<file path="src/rtl/vend_ctrl.sv">
// ============================================================================
// Module   : vend_ctrl
// Brief    : Vending controller -- credit accumulation, vend handshake with
//            timeout, and change dispensing in fixed-size beats.
// Revision : 1.0
// ============================================================================
`default_nettype none

module vend_ctrl #(
    parameter logic [7:0]  CHANGE_UNIT  = 8'd5,
    parameter logic [15:0] VEND_TIMEOUT = 16'd1000
) (
    input  logic       clk,
    input  logic       rst_n,
    input  logic       coin_valid,
    input  logic [7:0] coin_value,
    input  logic       sel_valid,
    input  logic [7:0] sel_price,
    input  logic       cancel,
    input  logic       vend_ack,
    input  logic       change_ready,
    output logic [7:0] credit,
    output logic       vend_req,
    output logic       change_valid,
    output logic [7:0] change_coin,
    output logic       coin_reject,
    output logic       sel_deny,
    output logic       vend_fault
);

    typedef enum logic [1:0] {
        IDLE   = 2'd0,
        VEND   = 2'd1,
        CHANGE = 2'd2
    } state_t;

    state_t      r_state;
    logic [7:0]  r_credit;
    logic [7:0]  r_price;
    logic [7:0]  r_change_coin;
    logic [15:0] r_timer;
    logic        r_vend_req;
    logic        r_change_valid;
    logic        r_coin_reject;
    logic        r_sel_deny;
    logic        r_vend_fault;

    logic        w_can_purchase;
    logic [8:0]  w_coin_sum;
    logic        w_coin_fits;
    logic [7:0]  w_vend_left;
    logic [7:0]  w_change_left;
    logic        w_timeout;

    function automatic logic [7:0] beat_of(input logic [7:0] amount);
        return (amount < CHANGE_UNIT) ? amount : CHANGE_UNIT;
    endfunction

    assign w_can_purchase = (r_credit >= sel_price) && (sel_price != 8'd0);
    assign w_coin_sum     = {1'b0, r_credit} + {1'b0, coin_value};
    assign w_coin_fits    = ~w_coin_sum[8];
    assign w_vend_left    = r_credit - r_price;
    assign w_change_left  = r_credit - r_change_coin;
    assign w_timeout      = (r_timer == VEND_TIMEOUT - 16'd1);

    always_ff @(posedge clk or negedge rst_n) begin
        if (!rst_n) begin
            r_state        <= IDLE;
            r_credit       <= 8'd0;
            r_price        <= 8'd0;
            r_change_coin  <= 8'd0;
            r_timer        <= 16'd0;
            r_vend_req     <= 1'b0;
            r_change_valid <= 1'b0;
            r_coin_reject  <= 1'b0;
            r_sel_deny     <= 1'b0;
            r_vend_fault   <= 1'b0;
        end else begin
            r_coin_reject <= 1'b0;
            r_sel_deny    <= 1'b0;
            case (r_state)
                IDLE: begin
                    // cancel pre-empts everything; any coin arriving alongside a
                    // higher-priority event is handed back
                    if (cancel) begin
                        r_coin_reject <= coin_valid;
                        if (r_credit != 8'd0) begin
                            r_state        <= CHANGE;
                            r_change_valid <= 1'b1;
                            r_change_coin  <= beat_of(r_credit);
                        end
                    end else if (sel_valid) begin
                        r_coin_reject <= coin_valid;
                        if (w_can_purchase) begin
                            r_price    <= sel_price;
                            r_timer    <= 16'd0;
                            r_vend_req <= 1'b1;
                            r_state    <= VEND;
                        end else begin
                            r_sel_deny <= 1'b1;
                        end
                    end else if (coin_valid) begin
                        if (w_coin_fits)
                            r_credit <= w_coin_sum[7:0];
                        else
                            r_coin_reject <= 1'b1;
                    end
                end

                VEND: begin
                    r_coin_reject <= coin_valid;
                    r_sel_deny    <= sel_valid;
                    if (vend_ack) begin
                        r_credit   <= w_vend_left;
                        r_vend_req <= 1'b0;
                        if (w_vend_left != 8'd0) begin
                            r_state        <= CHANGE;
                            r_change_valid <= 1'b1;
                            r_change_coin  <= beat_of(w_vend_left);
                        end else begin
                            r_state <= IDLE;
                        end
                    end else if (w_timeout) begin
                        // dispenser never answered: refund the whole credit
                        r_vend_req     <= 1'b0;
                        r_vend_fault   <= 1'b1;
                        r_state        <= CHANGE;
                        r_change_valid <= 1'b1;
                        r_change_coin  <= beat_of(r_credit);
                    end else begin
                        r_timer <= r_timer + 16'd1;
                    end
                end

                CHANGE: begin
                    r_coin_reject <= coin_valid;
                    r_sel_deny    <= sel_valid;
                    if (change_ready) begin
                        r_credit <= w_change_left;
                        if (w_change_left == 8'd0) begin
                            r_change_valid <= 1'b0;
                            r_change_coin  <= 8'd0;
                            r_state        <= IDLE;
                        end else begin
                            r_change_coin <= beat_of(w_change_left);
                        end
                    end
                end

                default: r_state <= IDLE;
            endcase
        end
    end

    assign credit       = r_credit;
    assign vend_req     = r_vend_req;
    assign change_valid = r_change_valid;
    assign change_coin  = r_change_coin;
    assign coin_reject  = r_coin_reject;
    assign sel_deny     = r_sel_deny;
    assign vend_fault   = r_vend_fault;

endmodule

`default_nettype wire

</file>
<file path="config.mk">
export PLATFORM = sky130hd
export DESIGN_NAME = vend_ctrl
export DESIGN_NICKNAME = d
export VERILOG_FILES = /design/src/rtl/vend_ctrl.sv
export SDC_FILE = /design/constraint.sdc
export NUM_CORES = 1
export LEC_CHECK = 0
export CAP_MARGIN = 40
export CORE_AREA = 2 2 127 129
export DETAILED_ROUTE_END_ITERATION = 7
export DIE_AREA = 0 0 129 131
export GPL_ROUTABILITY_DRIVEN = 0
export PLACE_DENSITY = 0.5
export REMOVE_ABC_BUFFERS = 1
export SLEW_MARGIN = 25
export SYNTH_ARGS = -nofsm -noshare
export SYNTH_HDL_FRONTEND = slang
export SYNTH_SLANG_ARGS = --single-unit
</file>
<file path="constraint.sdc">
create_clock -name clk -period 3.1 [get_ports clk]
set_input_delay 0.62 -clock clk [delete_from_list [all_inputs] [get_ports clk]]
set_output_delay 0.62 -clock clk [all_outputs]
set_load 0.005 [all_outputs]
</file>
==> impl_metrics.toml, run 1 <==
[power_and_ir_drop]
finalPower_mw = 5.98
powerDensity_nw_per_um2 = 1180
leakage_nw = 2.15
ir_drop_mv = 0.314

[route]
postRouteAntennaNets = 0
via_per_inst = 4.88
routed_wl_um = 11500
wire_per_inst_um = 15.4
detail_route.first_pass.iterations = 4
remaining_drc_errors = 0
drt_iter0_markers = 146
num_vias = 3628

[final_layout]
antenna_cells = 0
num-nets-final = 588
num-fill-cells = 1612
multiInputGateArea_sq_um = 2540
final_area_sq_um = 5070
drive_gt1_share_pct = 16.7
layout.cells.non_filler = 744
area_growth_pct = 32.3
seqCellArea_sq_um = 1180

[setup_path]
worstSetupStartpoint = "credit[0]"
critPathKind = "reg -> reg"
cp-start-kind = "flop"
crit_arrival_ns = 3.26
r2r_start = "credit[0]"
r2r_end = "change_coin[2]"
reg2reg_slack_ns = 0.03
worstPathRequired_ns = 3.29
endpoint_kind = "flop"
ff2ff_path_depth = 12
crit_fanout = 4

[timing]
finalSetupViolations = 0
maxSlewHeadroom_pct = 49.0
clock_skew_ns = 0.0147
rsz0062_at_grt = "true"
period_share_pct = 98.9
fmax_ghz = 0.326
fin_crit_ns = 3.07
worst_pin_slew_ns = 0.746
worst_slack_ns = 0.0332
final_max_slew_viol_count = 0
hold_viol = 0
tns_ns = 0

[clock_tree]
cts_tree = "yes"
htree_levels = 2
clk_latency_ns = 0.31
clockBufferDepth = 2
clock-sinks = 47
numCtsBuffers = 5
clk_pin_slew_worst_paths_ns = 0.07
root_buffer = "clkbuf_16"

[synthesis]
synth.cell_area_sq_um = 3830
synth_edf_count = 0
yosys_warnings = 0
synth_seq_cells = 47
async_flop_share_pct = 100
syn_inst = 450
synthDistinctLibCells = 65
syn_avg_cell_area_sq_um = 8.51
synth_flop_cell = "dfrtp_1"
ys_seq_area_share_pct = 30.7

[placed_design]
place_inst = 731
port_buffers = 43
preCtsSetupSlack_ns = -0.274
dpl_cell_area_sq_um = 4750
dp.final_hpwl_um = 8980

[global_route]
grt_max_degree = 34
overflow = 0
grt.total_usage_pct = 14.0
antenna_found_initial = 0
grt_pass1_wl_um = 18400
grt_pass1_vias = 3583

[die]
die-height_um = 131
design.die.area_sq_um = 16900
ios = 44
fp-row-count = 46
fp.dieW_um = 129
initial_utilization_pct = 24.6
coreArea_sq_um = 15600

[run_status]
status = "completed"

[worst_hold_path]
hold_path.class = "in -> async"

[job]
max_cap_violations = 0
cells in the mapped netlist (all sizes together) (4+ instances only):
master / n / area, sq um
and2: 8 / 56.3
a21o: 10 / 76.3
or3: 12 / 75.1
nand2: 30 / 113
nand4: 6 / 37.5
ha: 35 / 438
o22ai: 4 / 25.0
xnor2: 9 / 78.8
a21oi: 42 / 214
o21a: 9 / 67.6
a221oi: 5 / 50.0
inv: 36 / 135
nand3b: 4 / 33.8
and3: 4 / 25.0
nand3: 9 / 45.0
nor2: 36 / 135
dfrtp: 47 / 1180
nor2b: 4 / 25.0
xor2: 9 / 78.8
mux2: 7 / 78.8
nand2b: 5 / 31.3
o21ai: 40 / 200
a2111oi: 4 / 41.3
clkbuf: 12 / 48.8
nor4: 4 / 31.3
nor3: 9 / 45.0
metal layers:
metal	vias up	wire length (um)	GRT usage (%)
met3	12	424	2.28
met4	0	155	4.16
met2	79	5500	23.7
met1	1743	5400	18.3
met5	-	0	0
li1	1794	-	-
report_power, final:
group | switching, mW | leakage (nW) | internal, mW | total (mW)
clock network | 0.261 | 0.0804 | 0.384 | 0.645
registers | 0.249 | 0.594 | 0.871 | 1.12
logic | 2.28 | 1.47 | 1.93 | 4.21
total | 2.79 | 2.15 | 3.18 | 5.98
critical path, cell delays in order (launching register included):
cell and delay (ns):
dfrtp_1 0.39, inv_2 0.08, ha_4 0.13, inv_2 0.04, fa_2 0.36, a21o_1 0.21
a21o_1 0.18, o31a_1 0.33, a221oi_4 0.39, nand3b_4 0.15, o311ai_4 0.38, nor2_2 0.09
a22o_2 0.23
logic make-up after synthesis:
group / Yosys count / share of synthesized area [%]
compound gates: 144 / 24.6
flops: 47 / 30.7
xor+xnor: 18 / 4.12
fa+ha+maj: 38 / 13.0
simple gates: 142 / 19.4
buf+inv: 51 / 5.36
mux: 10 / 2.84
sequential cells by signal, summed over array words and instances, names as in the netlist:
signal and cells:
credit 8, r_price 8, r_timer 16, change_valid 1, r_state 2, change_coin 8
vend_req 1, sel_deny 1, vend_fault 1, coin_reject 1
per-stage QoR:
stage	hold WS, ns	utilization [%]
after floorplan	0.324	-
after global placement	0.489	30.4
after detailed placement	0.482	30.4
after CTS	0.412	31.6
after global routing	0.239	32.5
final	0.216	32.5
layout by cell type (no fill, tap or decap), drive strengths merged, types with 4 or more instances in the layout:
master	synthesis	routed
xnor2	9	9
a221oi	5	5
and3	4	4
nor2b	4	4
clkbuf	12	5
dfrtp	47	47
inv	36	37
a21o	10	10
nand3b	4	4
o21ai	40	40
o21a	9	9
ha	35	35
buf	3	43
nor4	4	4
or3	12	12
a21oi	42	42
nand4	6	6
clkdlybuf4s50	0	42
nand3	9	9
nand2	30	30
mux2	7	7
o22ai	4	4
and2	8	8
a2111oi	4	4
nor2	36	36
xor2	9	9
nand2b	5	5
nor3	9	9
worst max path at each step:
stage | slack, ns | end | depth (start not counted)
global placement | -0.22 | credit[4] | 11
floorplan | -0.17 | credit[1] | 9
global route | -0.05 | change_coin[1] | 13
detailed placement | -0.27 | credit[7] | 11
finish | 0.03 | change_coin[2] | 12
CTS | 0.008 | change_coin[0] | 13
layout make-up:
cell class	count	area share, %
tap	216	5.33
sequential	47	23.2
multi-input combinational	352	50.1
inverter	36	2.67
clock inverter	3	0.913
timing repair buffer	85	15.3
clock buffer	5	2.47
timing repair:
action	CTS	global route
setup buffers	0	3
endpoints found under the setup margin	3	19
cloned	0	1
hold buffers	0	0
resized for setup	1	25
pin swaps	0	14
(Power assumes the default switching activity.)
==> run 2, diff against run 1 <==
--- a/config.mk
+++ b/config.mk
@@ -16,3 +16,4 @@
 export SYNTH_ARGS = -nofsm -noshare
 export SYNTH_HDL_FRONTEND = slang
 export SYNTH_SLANG_ARGS = --single-unit
+export TNS_END_PERCENT = 50
==> results of run 2 <==
Final layout, timing and power as in run 1 (identical DEF).
==> run 3, diff against run 2 <==
--- a/config.mk
+++ b/config.mk
@@ -7,6 +7,7 @@
 export LEC_CHECK = 0
 export CAP_MARGIN = 40
 export CORE_AREA = 2 2 127 129
+export CTS_CLUSTER_SIZE = 16
 export DETAILED_ROUTE_END_ITERATION = 7
 export DIE_AREA = 0 0 129 131
 export GPL_ROUTABILITY_DRIVEN = 0
==> results of run 3 <==
Final layout, timing and power as in run 1 (identical DEF).
